### src/rtl/rr_reg_write_arbiter.sv
// Round-robin arbiter granting NUM_REQ valid/ready producers write access to
// one shared DATA_W holding register, with an optional idle gap after each write.
module rr_reg_write_arbiter #(
  parameter int unsigned NUM_REQ = 4,
  parameter int unsigned DATA_W  = 8,
  parameter int unsigned GAP     = 1,
  localparam int unsigned IDX_W  = (NUM_REQ > 1) ? $clog2(NUM_REQ) : 1
) (
  input  logic                      clk,
  input  logic                      reset_n,
  input  logic [NUM_REQ-1:0]        req_valid,
  input  logic [NUM_REQ*DATA_W-1:0] req_data,
  output logic [NUM_REQ-1:0]        req_ready,
  input  logic                      clr,
  output logic [DATA_W-1:0]         q,
  output logic                      q_valid,
  output logic [IDX_W-1:0]          q_owner,
  output logic [15:0]               wr_count,
  output logic                      busy
);

  localparam int unsigned CNT_W = 4;
  localparam int unsigned WC_W  = 16;

  typedef enum logic [0:0] {
    ST_IDLE = 1'b0,
    ST_GAP  = 1'b1
  } state_e;

  state_e             state, state_d;
  logic [CNT_W-1:0]   gap_cnt, gap_cnt_d;
  logic [IDX_W-1:0]   ptr, ptr_d;
  logic [IDX_W-1:0]   sel;
  logic [IDX_W-1:0]   cand;
  logic               sel_found;
  logic               grant;
  logic               hs;
  logic [DATA_W-1:0]  sel_data;

  // Rotating priority search starting at ptr
  always_comb begin
    sel       = '0;
    sel_found = 1'b0;
    cand      = '0;
    for (int unsigned k = 0; k < NUM_REQ; k++) begin
      cand = IDX_W'((32'(ptr) + k) % NUM_REQ);
      if (!sel_found && req_valid[cand]) begin
        sel_found = 1'b1;
        sel       = cand;
      end
    end
  end

  // Grant is suppressed in reset, in the gap, and whenever clr is asserted
  assign grant = reset_n && (state == ST_IDLE) && !clr && sel_found;

  always_comb begin
    req_ready = '0;
    if (grant) begin
      req_ready[sel] = 1'b1;
    end
  end

  assign hs = |(req_valid & req_ready);

  // Winning requester's data word
  always_comb begin
    sel_data = '0;
    for (int unsigned k = 0; k < NUM_REQ; k++) begin
      if (IDX_W'(k) == sel) begin
        sel_data = req_data[k*DATA_W +: DATA_W];
      end
    end
  end

  // Next-state logic for the write/gap sequencer and the pointer
  always_comb begin
    state_d   = state;
    gap_cnt_d = gap_cnt;
    ptr_d     = ptr;
    if (hs) begin
      ptr_d = IDX_W'((32'(sel) + 1) % NUM_REQ);
    end
    case (state)
      ST_IDLE: begin
        if (hs && (GAP > 0)) begin
          state_d   = ST_GAP;
          gap_cnt_d = CNT_W'(GAP - 1);
        end
      end
      ST_GAP: begin
        if (gap_cnt == '0) begin
          state_d = ST_IDLE;
        end else begin
          gap_cnt_d = gap_cnt - CNT_W'(1);
        end
      end
      default: begin
        state_d   = ST_IDLE;
        gap_cnt_d = '0;
      end
    endcase
  end

  always_ff @(posedge clk or negedge reset_n) begin
    if (!reset_n) begin
      state   <= ST_IDLE;
      gap_cnt <= '0;
      ptr     <= '0;
      busy    <= 1'b0;
    end else begin
      state   <= state_d;
      gap_cnt <= gap_cnt_d;
      ptr     <= ptr_d;
      busy    <= (state_d == ST_GAP);
    end
  end

  // Shared register bank; clr and a write never coincide since clr blocks grant
  always_ff @(posedge clk or negedge reset_n) begin
    if (!reset_n) begin
      q        <= '0;
      q_valid  <= 1'b0;
      q_owner  <= '0;
      wr_count <= '0;
    end else begin
      if (clr) begin
        q       <= '0;
        q_valid <= 1'b0;
      end else if (hs) begin
        q       <= sel_data;
        q_valid <= 1'b1;
        q_owner <= sel;
      end
      if (hs) begin
        wr_count <= wr_count + WC_W'(1);
      end
    end
  end

endmodule

### config.mk
export PLATFORM = sky130hd
export DESIGN_NAME = rr_reg_write_arbiter
export DESIGN_NICKNAME = d
export VERILOG_FILES = /design/src/rtl/rr_reg_write_arbiter.sv
export SDC_FILE = /design/constraint.sdc
export NUM_CORES = 1
export LEC_CHECK = 0
export BUFFER_PORTS_ARGS = -buffer_cell sky130_fd_sc_hd__buf_2
export CAP_MARGIN = 20
export CORE_MARGIN = 1.5
export CORE_UTILIZATION = 35
export CTS_BUF_LIST = sky130_fd_sc_hd__clkbuf_2 sky130_fd_sc_hd__clkbuf_4 sky130_fd_sc_hd__clkbuf_8
export CTS_CLUSTER_SIZE = 8
export DETAILED_ROUTE_END_ITERATION = 10
export GPL_TIMING_DRIVEN = 0
export HOLD_SLACK_MARGIN = 0.12
export RECOVER_POWER = 25
export SYNTH_ARGS = -nofsm -noshare
export SYNTH_HDL_FRONTEND = slang
export SYNTH_SLANG_ARGS = --single-unit
### constraint.sdc
create_clock -name clk -period 2.85 [get_ports clk]
set_input_delay 0.285 -clock clk [delete_from_list [all_inputs] [get_ports clk]]
set_output_delay 0.285 -clock clk [all_outputs]
set_load 0.03 [all_outputs]
==> Word-level counts from Yosys, hierarchy flattened <==
Index checks and enable logic that the tools add are counted.
{ "word_totals": {"register_bits": 34, "latchBits": 0, "ramBits": 0, "rom_bits": 0, "input_bits": 39, "output_inout_bits": 32, "wordCells": 77, "n_memories": 0} }
{ "op_classes": {"add_sub_neg": 6, "n_mul": 0, "n_div": 0, "n_lt_le_gt_ge": 6, "n_eq_ne": 5, "shift": 0, "muxes": 33, "n_bitwise": 3, "reduce_logical": 17} }
{ "op_table": {"columns": ["operator", "count"], "rows": [
  ["two-way mux 8 bit", 6],
  ["adder 16 x 1 -> 16 bit (second input constant)", 1],
  ["< comparator 2 x 3 -> 1 bit (second input constant)", 5],
  ["two-way mux 1 bit", 13],
  ["two-way mux 4 bit", 3],
  ["binary-select mux 1 bit (select 2 bit)", 4],
  ["two-way mux 2 bit", 4],
  ["one-hot mux 4 bit (2 select lines)", 1],
  ["logical AND 1 bit", 7],
  ["adder 2 x 1 -> 2 bit (second input constant)", 2],
  ["adder 2 bit (second input constant)", 2],
  ["AND 4 bit", 1],
  ["== test 2 bit (first input constant)", 2],
  ["logical NOT 1 bit", 4],
  ["logical NOT 4 bit", 1],
  ["!= test 2 bit (second input constant)", 2],
  ["AND reduction 2 bit", 2],
  ["OR reduction 4 bit", 1],
  ["subtractor 4 x 1 -> 4 bit (second input constant)", 1],
  ["demux 1 bit (select 2 bit)", 1],
  ["== test 1 x 2 -> 1 bit (first input constant)", 1],
  ["greater-or-equal comparator 2 x 1 -> 1 bit (second input constant)", 1],
  ["logical NOT 2 bit", 1],
  ["NOT 1 bit", 2],
  ["other kinds (2)", 2]
]} }

==> Depth between registers and ports, before layout <==
Gate-level depths: netlist (run 1).
{ "logic_depth": {"ltp_word": 21, "mapped_depth": 11} }

==> Least setup slack after synthesis (run 1) <==
OpenSTA, ideal clock, no wires.
{ "synth_timing": {"kind": "register to register", "startpoint": "register ptr[1]", "endpoint": "register wr_count[14]", "setup_ps": 136, "arrival_ps": 2218, "required_ps": 2714, "path_slack_ps": 496, "path_stages_with_launch": 12, "n_path_buf": 2, "period_less_slack_ps": 2354, "path_cell_list": "dfrtp_1 -> mux2i_1 -> nor2_1 -> nor3_1 -> inv_1 -> ha_1 -> buf_4 -> a22oi_1 -> and2_4 -> clkbuf_1 -> nor3_1 -> xor2_1"} }
{ "synth_via": {"elab_chain_cells": 19, "word_cells_on_any_way": 34} }
{ "synth_lines": {"columns": ["item", "line", "rtl"], "rows": [
  ["start, declared", "32", "logic [IDX_W-1:0] ptr, ptr_d;"],
  ["start signal, assigned", "114", "ptr <= ptr_d;"],
  ["branches (longest 11 deep; another with adder 2 x 1 -> 2 bit)", null, null],
  ["two-way mux 2 bit (*)", "47", "if (!sel_found && req_valid[cand]) begin"],
  ["net sel[0]", "33", "logic [IDX_W-1:0] sel;"],
  ["< comparator 2 x 3 -> 1 bit (not written as such) or greater-or-equal comparator 2 x 1 -> 1 bit (tied branches)", "60", "req_ready[sel] = 1'b1;"],
  ["logical AND 1 bit (not written as such)", "60", null],
  ["two-way mux 1 bit (not written as such)", "60", null],
  ["demux 1 bit (select 2 bit) (*)", "60", null],
  ["two-way mux 4 bit (*)", "59", "if (grant) begin"],
  ["AND 4 bit (*)", "64", "assign hs = |(req_valid & req_ready);"],
  ["OR reduction 4 bit (*)", "64", null],
  ["end signal, assigned", "136", "wr_count <= wr_count + WC_W'(1);"],
  ["end, declared", "18", "output logic [15:0] wr_count,"]
]} }
Mark *: on every way through the listed nets, which the timed path passes. The select of a mux whose other input is x is not followed.
A chain may end at the register's enable or synchronous reset.

==> Final worst setup path (run 1) <==
{ "layout_timing": {"startpoint": "register ptr[1]", "endpoint": "output req_ready[2]"} }
{ "layout_via": {"elab_chain_cells": 17, "word_cells_on_any_way": 32} }
{ "layout_lines": {"columns": ["item", "line", "rtl"], "rows": [
  ["branches (longest 11 deep; another with adder 2 x 1 -> 2 bit)", null, null],
  ["two-way mux 2 bit (*)", "47", null],
  ["net sel[0]", "33", null],
  ["< comparator 2 x 3 -> 1 bit (not written as such) or greater-or-equal comparator 2 x 1 -> 1 bit (tied branches)", "60", null],
  ["logical AND 1 bit (not written as such)", "60", null],
  ["two-way mux 1 bit (not written as such)", "60", null],
  ["demux 1 bit (select 2 bit) (*)", "60", null],
  ["two-way mux 4 bit (*)", "59", null],
  ["end, declared", "13", "output logic [NUM_REQ-1:0] req_ready,"]
]} }
Marked as above.

==> flow_metrics.tcl, run 1 <==
set metrics [dict create \
    gp_congestion 0.804 \
    met1_usage_pct 23.5 \
    initial_core_util_pct 36.3 \
    use_met2_pct 25.3 \
    status "complete, no violations" \
    path_max_fanout 10 \
    drc 0 \
    areaGrowthSynthToFinish_pct 26.0 \
    post-synth-top-count-cell "dfrtp_1" \
    tightest_slew_ps 777 \
    synth-seq-area-share_pct 42.6 \
    dp_hpwl_um 3590 \
    avgSynthCellArea_um2 9.51 \
    vias 1871 \
    worst_clock_skew_ps 6.63 \
    clk_pin_slew_worst_paths_ps 60 \
    p_per_area_nw_per_um2 796 \
    cp_data_arrival_time_ps 2400 \
    netlist_area_um2 2000 \
    wl_per_cell_um 13.5 \
    drive_gt1_share_pct 26.0 \
    synth_warnings 0 \
    first_global_vias 1746 \
    synth_nets 255 \
    cpMaxStageDelayCell "dfrtp_1" \
    grt_usage_pct 16.9 \
    yosys.area.top_type_share_pct 42.6 \
    fin_tns_setup_ps 0 \
    clockRootBuffer "clkbuf_8" \
    clkPwrFrac_pct 18.3 \
    clock_latency_ps 280 \
    overflow 0 \
    met3_usage_pct 3.26 \
    worstPathCellList "mux2i_1, nor2_1, nor3_2, inv_1, ha_1, buf_4, clkbuf_1, and2_2, buf_2" \
    critPathCaptureType "output port" \
    clockBufferDepth 2 \
    ys.flop_type "dfrtp_1" \
    finalSetupViolations 0 \
    hold_ws_ps 308 \
    cts_tree "yes" \
    seqPwrFrac_pct 35.8 \
    hold_class "input pin to flip-flop" \
    worst_ep_required_time_ps 2570 \
    max_freq_mhz 373 \
    antenna_found_initial 0 \
    grt_pass1_wl_um 8250 \
    final_nets 332 \
    sw_frac_of_total_pct 43.9 \
    io_buffers 70 \
    syn_inst 210 \
    final_max_slew_viol_count 0 \
    grt_setup_unrepaired "no" \
    die_w_um 78.5 \
    async_flop_share_pct 100 \
    die-area_um2 6170 \
    ios 71 \
    p_int_w 0.00112 \
    drtPass1Iterations 4 \
    h-tree-depth 2 \
    max_slew_margin_pct 48.2 \
    post-route-min-period_ps 2680 \
    num_rows 27 \
    yosys-top-cells-count "34 x dfrtp_1, 20 x o21ai_0, 15 x a21oi_1, 15 x inv_1, 12 x xor2_1" \
    ys_ff_latch 34 \
    drt_iter0_drc 71 \
    p_leak_nw 1.23 \
    ir_drop_mv 0.333 \
    clock_sinks 34 \
    ant_nets 0 \
    r2r_cells 11 \
    drt-total-wl_um 4870 \
    die_y_um 78.5 \
    start_kind "flip-flop" \
    path_class "flip-flop to output port" \
    viasPerCell 5.20 \
    hold_depth 2 \
    antenna_cells 0 \
    hold_viol 0 \
    synth_area_leaders "dfrtp_1 43%, xor2_1 5.3%, o21ai_0 5.0%" \
    synth_edf_count 0 \
    postCtsSetupBuffers 0 \
    cts_buffers 5 \
    power.switching_w 0.000879 \
    cap_violations 0 \
    combPwrFrac_pct 45.9 \
    slowest_delay_ps 430 \
    grt.busiest_layer "met2" \
    grt_max_degree 37 \
    post-route-period-util_pct 94.2 \
    coreArea_um2 5510 \
    synth_largest_area_cell "dfrtp_1" \
    synth_cell_types 40 \
]
[routing by layer]
metal | vias to the layer above | share of wire (%)
met5 | - | 0
met4 | 0 | 1.8
met3 | 9 | 5.8
met2 | 72 | 44
met1 | 871 | 48
li1 | 919 | -
[cell type report]
cell class,count,area [µm²]
fillers,555,2990
multi-input cells,150,1030
flip-flops and latches,34,851
repair buffers,71,332
well taps,72,90.1
clock buffers,6,82.6
plain buffers,10,57.6
inverters,15,56.3
clock inverters,2,12.5
[timing repair]
action / 4_1_cts / 5_1_grt
hold buffers: 1 / 0
hold endpoints to repair: 34 / 0
gates cloned: 0 / 0
setup endpoints to repair: 2 / 3
resized for setup: 1 / 2
[power groups by stage]
stage,combinational (W),sequential (W),clock [W]
2_1_floorplan,0.000538,0.000844,0
6_report,0.000920,0.000716,0.000366
4_1_cts,0.000944,0.000713,0.000382
5_1_grt,0.00103,0.000734,0.000412
3_3_place_gp,0.000923,0.000717,0
3_5_place_dp,0.000937,0.000721,0
[final timing paths]
| check | from | to | slack (ps) |
|---|---|---|---|
| max | ptr[1] | req_ready[2] | 170 |
| min | clr | q_valid | 310 |
| max reg2reg | ptr[1] | wr_count[5] | 250 |
| min reg2reg | wr_count[15] | wr_count[15] | 470 |
| max in group asynchronous | reset_n | gap_cnt[2] | 1740 |
| min in group asynchronous | reset_n | wr_count[3] | 620 |
[registers in the layout (all words and copies together), names as in the netlist]
register,count
q_valid,1
gap_cnt,4
q_owner,2
q,8
state,1
wr_count,16
ptr,2
[layout by cell type, fill, tap and decap left out, drive strengths merged, types with 2 or more instances in the layout]
master  count
buf        53
dfrtp      34
clkbuf     33
o21ai      21
inv        15
a21oi      15
xor2       12
a22oi      10
nand4       9
nor2b       9
nor4        7
a221o       7
nor2        7
nand2       7
nand3       7
and2        7
ha          6
nor3        5
xnor2       4
mux2        3
and4        3
mux2i       2
and3        2
[worst max-delay path: cells and delay by family, from the launching register on]
family	cells	cell delay (ps)
buffers and inverters	4	680
AND/OR/NAND/NOR	3	600
multiplexers	1	220
adder cells (fa/ha/maj)	1	190
flip-flops	1	430
[metrics by stage]
step	util [%]	std cells	total power, W	instance area, µm²	setup WS (ps)
global placement	44.3	352	0.00164	2440	84.6
global route	45.7	360	0.00217	2520	5.23
detailed placement	44.3	352	0.00166	2440	50.0
finish	45.7	360	0.00200	2520	166
CTS	46.3	361	0.00204	2550	103
floorplan	-	210	0.00138	2000	496
[logic make-up after synthesis]
family	Yosys count	share of synthesized area [%]
AND/OR/NAND/NOR	65	19.8
AO/OA/AOI/OAI	58	18.3
flip-flops	34	42.6
buffers and inverters	26	5.83
XOR/XNOR	16	7.02
adder cells (fa/ha/maj)	6	3.76
multiplexers	5	2.69
Power figures use the tool's default switching activity.
==> inputs of run 2 (changes only) <==
--- a/config.mk
+++ b/config.mk
@@ -16,4 +16,5 @@
 export HOLD_SLACK_MARGIN = 0.12
 export RECOVER_POWER = 25
+export SLEW_MARGIN = 20
 export SYNTH_ARGS = -nofsm -noshare
 export SYNTH_HDL_FRONTEND = slang
==> constraint.sdc (replaced) <==
create_clock -name clk -period 2.85 [get_ports clk]
set_input_delay 0.285 -clock clk [delete_from_list [all_inputs] [get_ports clk]]
set_output_delay 0.285 -clock clk [all_outputs]
set_load 0.01 [all_outputs]
==> run 2 against run 1 <==
  * Core utilization decreased by 0.068 points
  * Sequential cell count unchanged
  * Clock skew unchanged
  * Global-route usage down 0.098 points
  * Non-clock buffer count unchanged
  * Critical endpoint is now req_ready[3]
==> flow_metrics.tcl, run 2 (synthesized netlist as in run 1, its figures left out) <==
set metrics [dict create \
    fin_tns_setup_ps 0 \
    ant_nets 0 \
    h-tree-depth 2 \
    grt_max_degree 37 \
    ir_drop_mv 0.304 \
    top_regs "wr_count x16, q x8, gap_cnt x4" \
    worst_ep_required_time_ps 2570 \
    io_buffers 70 \
    pre_cts_ws_ps 50.0 \
    mostFrequentLayoutCell "buf_2" \
    postCtsSetupBuffers 0 \
    clk_pin_slew_worst_paths_ps 60 \
    final_nets 332 \
    final_max_slew_viol_count 0 \
    path_max_fanout 10 \
    drc 0 \
    p_leak_nw 1.22 \
    postLayoutSetupSlackWorst_ps 177 \
    drtPass1Iterations 4 \
    grt_pass1_wl_um 8200 \
    areaGrowthSynthToFinish_pct 25.8 \
    largest_reg_flops 16 \
    drt-total-wl_um 4900 \
    cts_tree "yes" \
    start_kind "flip-flop" \
    post-route-period-util_pct 93.8 \
    cts_buffers 5 \
    coreArea_um2 5510 \
    mostFrequentLayoutCells "48 x buf_2, 34 x dfrtp_1, 29 x clkbuf_1" \
    fill_cells 558 \
    post-route-min-period_ps 2670 \
    clock_latency_ps 280 \
    overflow 0 \
    dp_hpwl_um 3590 \
    p_per_area_nw_per_um2 748 \
    worst_clock_skew_ps 6.63 \
    path_class "flip-flop to output port" \
    viasPerCell 5.22 \
    finalSetupViolations 0 \
    grt_setup_unrepaired "no" \
    first_global_vias 1727 \
    ios 71 \
    power_w 0.00188 \
    num_rows 27 \
    hold_ws_ps 308 \
    gp_congestion 0.804 \
    hold_viol 0 \
    drt_iter0_drc 70 \
    hold_class "input pin to flip-flop" \
    regMostFlops "wr_count" \
    status "complete, no violations" \
    die-area_um2 6170 \
    max_freq_mhz 374 \
    cap_violations 0 \
    initial_core_util_pct 36.3 \
    grt_usage_pct 16.8 \
    clockBufferDepth 2 \
    clock_sinks 34 \
    wl_per_cell_um 13.6 \
    drive_gt1_share_pct 25.0 \
    tightest_slew_ps 777 \
    antenna_cells 0 \
    max_slew_margin_pct 48.2 \
    cp_data_arrival_time_ps 2390 \
    die_w_um 78.5 \
    die_y_um 78.5 \
    antenna_found_initial 0 \
    critPathCaptureType "output port" \
    vias 1879 \
    clockRootBuffer "clkbuf_8" \
]
[run 2: final timing paths]
kind | to | start | cells after the start | slack, ps
setup / recovery | req_ready[3] | ptr[1] | 8 | 180
hold / removal | q_valid | clr | 2 | 310
setup reg to reg | wr_count[5] | ptr[1] | 11 | 250
hold reg to reg | wr_count[15] | wr_count[15] | 1 | 470
max in group asynchronous | gap_cnt[2] | reset_n | 2 | 1740
min in group asynchronous | wr_count[3] | reset_n | 2 | 620
[run 2: critical path: stages, from the launching register on]
cell	delay (ps)
dfrtp_1	430
mux2i_1	220
nor2_1	70
nor3_2	300
ha_1	210
buf_2	200
clkbuf_1	350
and2_2	220
buf_2	120
[run 2: what timing repair did]
| item | 4_1_cts | 5_1_grt |
|---|---|---|
| resized for setup | 0 | 1 |
| hold buffers | 1 | 0 |
| hold endpoints to repair | 34 | 0 |
| setup endpoints to repair | 0 | 13 |
[run 2: per-layer routing]
metal  share of wire [%]  global-route usage (%)  vias up
met2                  44                    24.9       76
li1                    -                       -      919
met3                 6.0                    3.26        9
met5                   0                       0        -
met4                 1.8                    7.50        0
met1                  48                    23.5      875
[run 2: per-stage QoR]
stage,area [µm²],std cells,utilization [%]
floorplan,2000,210,-
global placement,2440,352,44.3
detailed placement,2440,352,44.3
CTS,2540,361,46.2
global route,2510,360,45.6
finish,2510,360,45.6
[run 2: final cells by class]
cell class	count	area [µm²]	share of cell area [%]
multi-input cells	150	1030	41.2
clock inverters	2	12.5	0.498
repair buffers	71	329	13.1
plain buffers	10	56.3	2.24
clock buffers	6	82.6	3.29
inverters	15	56.3	2.24
flip-flops and latches	34	851	33.9
well taps	72	90.1	3.59
[run 2: power by group]
group          leakage [nW]  switching, W  internal, W
logic                 0.726      0.000464     0.000332
registers             0.450      0.000121     0.000594
clock network        0.0472      0.000172     0.000194
total                  1.22      0.000757      0.00112
